## config.mk

```make
export PLATFORM = sky130hd
export DESIGN_NAME = fifo_to_ram
export DESIGN_NICKNAME = d
export VERILOG_FILES = /design/src/rtl/cnn_accel_pkg.sv /design/src/rtl/fifo_to_ram_wr_pipe.sv /design/src/rtl/fifo_to_ram.sv
export SDC_FILE = /design/constraint.sdc
export NUM_CORES = 1
export LEC_CHECK = 0
export ABC_CLOCK_PERIOD_IN_PS = 1440
export BUFFER_PORTS_ARGS = -buffer_cell sky130_fd_sc_hd__buf_2
export CAP_MARGIN = 25
export CORE_ASPECT_RATIO = 1.4
export CORE_MARGIN = 1.5
export CORE_UTILIZATION = 36
export DETAILED_ROUTE_END_ITERATION = 8
export GPL_ROUTABILITY_DRIVEN = 0
export PLACE_DENSITY = 0.76
export SKIP_CTS_REPAIR_TIMING = 1
export SLEW_MARGIN = 0
export SYNTH_ARGS = -nofsm -noshare
export SYNTH_HDL_FRONTEND = slang
export SYNTH_SLANG_ARGS = --single-unit
```

## constraint.sdc

```tcl
create_clock -name clk -period 1.44 [get_ports clk]
set_clock_uncertainty 0.1 [all_clocks]
set_input_delay 0.36 -clock clk [delete_from_list [all_inputs] [get_ports clk]]
set_output_delay 0.36 -clock clk [all_outputs]
set_load 0.1 [all_outputs]
```

## src/rtl/cnn_accel_pkg.sv

```systemverilog
// Shared definitions for the CNN accelerator data movers.
//   fsm_state_e  : 2-bit mover FSM encoding (IDLE/RUN/DRAIN/DONE)
//   FIFO_RD_LAT  : cycles from FIFO pop to read data valid
//   RAM_RD_LAT   : cycles from RAM read address to read data valid
package cnn_accel_pkg;

    typedef enum logic [1:0] {
        IDLE  = 2'd0,
        RUN   = 2'd1,
        DRAIN = 2'd2,
        DONE  = 2'd3
    } fsm_state_e;

    localparam int FIFO_RD_LAT = 1;
    localparam int RAM_RD_LAT  = 2;

endpackage

```

## src/rtl/fifo_to_ram_wr_pipe.sv

```systemverilog
// Write pipeline of the FIFO-to-RAM mover: carries each pop's valid bit and
// RAM address until the matching FIFO data (and, when accumulating, the RAM
// read data) is available, then issues the RAM write.
// Configuration macro FIFO_TO_RAM_ACC_EN:
//   undefined : depth 1, ram_wdata = FIFO data, ram_rdata ignored
//   defined   : depth 2, ram_wdata = registered FIFO data + ram_rdata (wraps)
// Ports:
//   clk, rst        clock, asynchronous active-high reset
//   pop, pop_addr   pop strobe from the FSM and the word index being popped
//   data_from_fifo  FIFO read data, valid one cycle after pop
//   ram_rdata       RAM read data, valid two cycles after pop
//   ram_we/waddr/wdata  RAM write port
//   pipe_empty      no entry remains that is still to be written after this cycle
module fifo_to_ram_wr_pipe
    import cnn_accel_pkg::*;
#(
    parameter int AW = 16,
    parameter int DW = 32
) (
    input  logic          clk,
    input  logic          rst,
    input  logic          pop,
    input  logic [AW-1:0] pop_addr,
    input  logic [DW-1:0] data_from_fifo,
    input  logic [DW-1:0] ram_rdata,
    output logic          ram_we,
    output logic [AW-1:0] ram_waddr,
    output logic [DW-1:0] ram_wdata,
    output logic          pipe_empty
);

    // Stage p1: one cycle after the pop, FIFO read data is on data_from_fifo
    logic          vld_p1_d, vld_p1_q;
    logic [AW-1:0] addr_p1_d, addr_p1_q;

    always_comb begin
        vld_p1_d  = pop;
        addr_p1_d = pop ? pop_addr : addr_p1_q;
    end

    always_ff @(posedge clk or posedge rst) begin
        if (rst) begin
            vld_p1_q  <= 1'b0;
            addr_p1_q <= '0;
        end else begin
            vld_p1_q  <= vld_p1_d;
            addr_p1_q <= addr_p1_d;
        end
    end

`ifdef FIFO_TO_RAM_ACC_EN
    function automatic logic [DW-1:0] acc_add(input logic [DW-1:0] a,
                                              input logic [DW-1:0] b);
        return a + b;
    endfunction

    // Stage p2: two cycles after the pop, RAM read data for the same address arrives
    logic          vld_p2_d, vld_p2_q;
    logic [AW-1:0] addr_p2_d, addr_p2_q;
    logic [DW-1:0] data_p2_d, data_p2_q;

    always_comb begin
        vld_p2_d  = vld_p1_q;
        addr_p2_d = vld_p1_q ? addr_p1_q : addr_p2_q;
        data_p2_d = vld_p1_q ? data_from_fifo : data_p2_q;
    end

    always_ff @(posedge clk or posedge rst) begin
        if (rst) begin
            vld_p2_q  <= 1'b0;
            addr_p2_q <= '0;
            data_p2_q <= '0;
        end else begin
            vld_p2_q  <= vld_p2_d;
            addr_p2_q <= addr_p2_d;
            data_p2_q <= data_p2_d;
        end
    end

    assign ram_we     = vld_p2_q;
    assign ram_waddr  = addr_p2_q;
    assign ram_wdata  = vld_p2_q ? acc_add(data_p2_q, ram_rdata) : '0;
    // An entry still in p1 will be written next cycle, so the pipe is not yet done.
    assign pipe_empty = !vld_p1_q;
`else
    logic unused_rdata;
    assign unused_rdata = ^ram_rdata;

    assign ram_we     = vld_p1_q;
    assign ram_waddr  = addr_p1_q;
    assign ram_wdata  = vld_p1_q ? data_from_fifo : '0;
    // Whatever sits in p1 is written this very cycle.
    assign pipe_empty = 1'b1;
`endif

endmodule

```

## src/rtl/fifo_to_ram.sv

```systemverilog
// Drains DATA_SIZE words from an upstream FIFO into RAM addresses
// 0..DATA_SIZE-1 after a start pulse, then pulses done for one cycle.
// Configuration macro FIFO_TO_RAM_ACC_EN selects accumulate mode in the
// write pipeline (RAM word + FIFO word, write latency 2 instead of 1).
// Ports:
//   clk, rst        clock, asynchronous active-high reset
//   start           begin a transfer (accepted only in IDLE)
//   busy            high in RUN and DRAIN
//   done            one-cycle pulse in DONE
//   fifo_pop        FIFO read strobe, fifo_empty FIFO has no data
//   data_from_fifo  FIFO data, one cycle after fifo_pop
//   ram_raddr       RAM read address (the current word index)
//   ram_rdata       RAM read data, two cycles after ram_raddr
//   ram_we/ram_waddr/ram_wdata  RAM write port
module fifo_to_ram
    import cnn_accel_pkg::*;
#(
    parameter int CW        = 16,
    parameter int AW        = 16,
    parameter int DW        = 32,
    parameter int DATA_SIZE = 1024
) (
    input  logic          clk,
    input  logic          rst,
    input  logic          start,
    output logic          busy,
    output logic          done,
    output logic          fifo_pop,
    input  logic          fifo_empty,
    input  logic [DW-1:0] data_from_fifo,
    output logic [AW-1:0] ram_raddr,
    input  logic [DW-1:0] ram_rdata,
    output logic          ram_we,
    output logic [AW-1:0] ram_waddr,
    output logic [DW-1:0] ram_wdata
);

    localparam logic [CW-1:0] LAST_CNT = CW'(DATA_SIZE - 1);

    fsm_state_e    state_d, state_q;
    logic [CW-1:0] cnt_d, cnt_q;
    logic          busy_d, busy_q;
    logic          done_d, done_q;
    logic          pop;
    logic          pipe_empty;

    assign pop = (state_q == RUN) && !fifo_empty;

    always_comb begin
        state_d = state_q;
        cnt_d   = cnt_q;
        case (state_q)
            IDLE: begin
                if (start) begin
                    state_d = RUN;
                    cnt_d   = '0;
                end
            end
            RUN: begin
                if (pop) begin
                    cnt_d = cnt_q + 1'b1;
                    // Leave RUN on the final pop so no extra pop can be issued.
                    if (cnt_q == LAST_CNT) begin
                        state_d = DRAIN;
                    end
                end
            end
            DRAIN: begin
                if (pipe_empty) begin
                    state_d = DONE;
                end
            end
            DONE:    state_d = IDLE;
            default: state_d = IDLE;
        endcase
        busy_d = (state_d == RUN) || (state_d == DRAIN);
        done_d = (state_d == DONE);
    end

    always_ff @(posedge clk or posedge rst) begin
        if (rst) begin
            state_q <= IDLE;
            cnt_q   <= '0;
            busy_q  <= 1'b0;
            done_q  <= 1'b0;
        end else begin
            state_q <= state_d;
            cnt_q   <= cnt_d;
            busy_q  <= busy_d;
            done_q  <= done_d;
        end
    end

    assign busy      = busy_q;
    assign done      = done_q;
    assign fifo_pop  = pop;
    assign ram_raddr = AW'(cnt_q);

    fifo_to_ram_wr_pipe #(
        .AW (AW),
        .DW (DW)
    ) u_wr_pipe (
        .clk            (clk),
        .rst            (rst),
        .pop            (pop),
        .pop_addr       (AW'(cnt_q)),
        .data_from_fifo (data_from_fifo),
        .ram_rdata      (ram_rdata),
        .ram_we         (ram_we),
        .ram_waddr      (ram_waddr),
        .ram_wdata      (ram_wdata),
        .pipe_empty     (pipe_empty)
    );

endmodule
```

==> insert_results.sql <==
INSERT INTO impl_metrics (metric_group, metric, value, unit) VALUES
('run_status', 'status', 'finished with violations', ''),
('run_status', 'failing_checks', 'setup timing', ''),
('grt', 'grt_max_degree', '38', ''),
('worst_setup_path', 'cp_num_cells', '6', ''),
('worst_setup_path', 'ff2ff_path_depth', '6', ''),
('sta', 'layout_setup_ws', '-0.435', 'ns'),
('sta', 'worst_pin_slew', '0.473', 'ns'),
('floorplan', 'pin_count', '136', ''),
('hold_path', 'hp-class', 'in -> async', ''),
('place', 'io_buffer_count', '103', ''),
('clock_network', 'tritoncts', 'yes', ''),
('worst_setup_path', 'critical_path.max_fanout', '4', ''),
('floorplan', 'fp.dieW', '63.0', 'um'),
('yosys', 'synthesis.area', '1810', 'sq um'),
('pwr', 'ratio_of_total_power_to_cell_area', '1220', 'nW/um^2'),
('worst_setup_path', 'required', '1.50', 'ns'),
('clock_network', 'cts.htree.levels', '2', ''),
('floorplan', 'die-area', '5480', 'sq um'),
('drt', 'drt-vias-per-instance', '5.17', ''),
('yosys', 'synth-seq-cells', '37', ''),
('run', 'timing.max_cap.violations', '0', ''),
('yosys', 'synth_cell_type_count', '29', ''),
('floorplan', 'core_area', '4840', 'sq um'),
('yosys', 'yosysTopAreaCell', 'sky130_fd_sc_hd__dfrtp_1', ''),
('clock_network', 'clock_sinks', '37', ''),
('place', 'placement.cell_area', '3840', 'sq um'),
('clock_network', 'cts_buffers', '5', ''),
('yosys', 'most_used_flip_flop_cell_after_synthesis', 'sky130_fd_sc_hd__dfrtp_1', ''),
('clock_network', 'path_clk_slew', '0.08', 'ns'),
('place', 'placed_cells', '369', ''),
('yosys', 'synth.yosys.warnings', '0', ''),
('cells_and_area', 'post-route-util', '89.8', '%'),
('cells_and_area', 'final_layout_size_suffix_gt1_share', '76.2', '%'),
('floorplan', 'row_count', '30', ''),
('drt', 'remaining_drc_errors', '0', ''),
('sta', 'timing.final.crit_share', '130', '%'),
('sta', 'slew-limit-headroom', '68.2', '%'),
('clock_network', 'clock_root_buffer_master', 'sky130_fd_sc_hd__clkbuf_8', ''),
('drt', 'post_drt_wl_per_cell', '19.8', 'um'),
('grt', 'first_global_vias', '2079', ''),
('floorplan', 'initial_core_util', '37.5', '%'),
('worst_setup_path', 'critPathBufInv', '2', ''),
('sta', 'finalSetupViolations', '81', ''),
('worst_setup_path', 'criticalPathCategory', 'reg -> reg', ''),
('clock_network', 'insertion_delay', '0.30', 'ns'),
('drt', 'drt-total-wl', '8030', 'um'),
('drt', 'number_of_design_rule_violations_left_by_the_first_detailed_router_iteration', '73', ''),
('worst_setup_path', 'path_cells', 'buf_4, o21ba_4, nand2_1, buf_4, o31ai_1, a21oi_2', ''),
('yosys', 'seq_area_frac_synth', '51.0', '%'),
('worst_setup_path', 'reg2reg_setup_slack', '-0.44', 'ns'),
('cells_and_area', 'num_antenna_cells', '0', ''),
('yosys', 'synth_top_cell_area_share', '51.0', '%'),
('drt', 'dr_total_vias', '2095', ''),
('drt', 'drt_pre_antenna_iters', '4', ''),
('pwr', 'worst_ir_drop_vdd', '979', 'uV'),
('yosys', 'yosys-top-cells-area', 'sky130_fd_sc_hd__dfrtp_1 (51%), sky130_fd_sc_hd__and2_1 (11%), sky130_fd_sc_hd__mux2_2 (9.3%)', ''),
('worst_setup_path', 'cpMostUsedCell', 'sky130_fd_sc_hd__buf_4', ''),
('drt', 'final_antenna_net_count', '0', ''),
('grt', 'grt_antenna_before_repair', '0', ''),
('clock_network', 'cts-root-to-sink-buffers', '2', ''),
('yosys', 'synth-async-reset-ratio', '100', '%'),
('sta', 'setup_repair_after_global_routing_missed_its_margin', 'yes', ''),
('worst_setup_path', 'arrival_time_reported_for_the_critical_path_endpoint', '1.93', 'ns'),
('worst_setup_path', 'timing.critical_path.max_delay_family', 'compound AO/OA/AOI/OAI gates', ''),
('pwr', 'power.static_leakage', '2.00', 'nW'),
('cells_and_area', 'fin_area', '4350', 'sq um'),
('grt', 'global_route_wire_length_before_repair', '10400', 'um'),
('yosys', 'mappedNetlistNets', '241', ''),
('yosys', 'synthesis.instances', '172', ''),
('place', 'detailedPlacementHpwl', '5170', 'um'),
('cells_and_area', 'layout.cells.non_filler', '405', '');
-- cell families after synthesis --
family,share of synthesized area [%]
AO/OA/AOI/OAI,6.97
multiplexers,9.31
flip-flops,51.0
XOR/XNOR,2.90
AND/OR/NAND/NOR,26.7
adder cells (fa/ha/maj),0.690
buffers and inverters,2.41
-- worst reg2reg max path: stages (launching register included) --
cell and delay, ns:
sky130_fd_sc_hd__dfrtp_1 0.44, sky130_fd_sc_hd__buf_4 0.16, sky130_fd_sc_hd__o21ba_4 0.25, sky130_fd_sc_hd__nand2_1 0.07, sky130_fd_sc_hd__buf_4 0.14, sky130_fd_sc_hd__o31ai_1 0.45
sky130_fd_sc_hd__a21oi_2 0.13
-- through the flow --
step | setup TNS [ns] | worst slack, ns | hold slack, ns | power, mW
finish | -18.05 | -0.435 | 0.00241 | 5.32
CTS | -16.13 | -0.414 | 0.0133 | 5.11
floorplan | -9.04 | -0.407 | 0.439 | 3.16
global route | -19.42 | -0.461 | 0.0534 | 5.44
global placement | -1.35 | -0.180 | 0.323 | 4.35
detailed placement | -3.08 | -0.256 | 0.327 | 4.41
-- registers in the layout (all words and copies together), names as in the netlist --
register / cells
ram_raddr: 16
u_wr_pipe.ram_waddr: 16
state_q: 2
busy: 1
done: 1
u_wr_pipe.ram_we: 1
-- placed cells by master (no fill, tap or decap), drive strengths merged --
master	n
a21oi	7
and2	32
and3	2
and4	2
buf	166
clkbuf	7
clkinv	2
dfrtp	37
ha	1
inv	5
mux2	15
nand2	14
nand3	5
nand4	8
nor2	9
nor2b	1
nor3	1
nor3b	1
nor4	1
o21ai	5
o21ba	1
o31ai	4
o32a	1
o32ai	1
or3	3
or4	4
xor2	6
-- cell usage after synthesis (2+ instances only) --
master and count:
sky130_fd_sc_hd__mux2_2 15, sky130_fd_sc_hd__nand4_1 7, sky130_fd_sc_hd__or3_1 2, sky130_fd_sc_hd__nand3_1 5
sky130_fd_sc_hd__buf_2 2, sky130_fd_sc_hd__inv_1 5, sky130_fd_sc_hd__or4_1 4, sky130_fd_sc_hd__and3_1 2
sky130_fd_sc_hd__nor2_1 9, sky130_fd_sc_hd__a21oi_1 7, sky130_fd_sc_hd__o21ai_0 5, sky130_fd_sc_hd__and2_1 32
sky130_fd_sc_hd__nand2_1 14, sky130_fd_sc_hd__o31ai_1 4, sky130_fd_sc_hd__dfrtp_1 37, sky130_fd_sc_hd__xor2_1 6
sky130_fd_sc_hd__clkbuf_1 4
-- layer usage --
metal / global-route usage (%) / part of all wire [%] / vias to the layer above
li1: - / - / 930
met1: 24.5 / 34 / 1002
met2: 46.5 / 53 / 138
met3: 9.57 / 9.9 / 25
met4: 8.69 / 3.5 / 0
met5: 0 / 0 / -
-- worst paths after layout --
path | start | to
setup reg to reg | state_q[1] | ram_raddr[10]
hold / removal | rst | ram_raddr[14]
setup / recovery | state_q[1] | ram_raddr[10]
max in group asynchronous | rst | ram_raddr[2]
hold reg to reg | state_q[0] | done
min in group clk | start | busy
-- where the power goes --
| group | switching [mW] | leakage (nW) | total [mW] | internal [mW] |
|---|---|---|---|---|
| logic | 2.01 | 1.50 | 3.22 | 1.21 |
| clock network | 0.384 | 0.0450 | 0.719 | 0.336 |
| registers | 0.147 | 0.460 | 1.38 | 1.23 |
| total | 2.54 | 2.00 | 5.32 | 2.78 |
-- cell type report --
cell class | instances | area (sq um) | share of cell area, %
Clock buffer | 6 | 72.6 | 1.67
Clock inverter | 2 | 10.0 | 0.230
Inverter | 5 | 23.8 | 0.547
Multi-Input combinational cell | 124 | 1020 | 23.5
Sequential cell | 37 | 976 | 22.4
Tap cell | 64 | 80.1 | 1.84
Timing Repair Buffer | 167 | 2160 | 49.7
(Power assumes the default switching activity.)
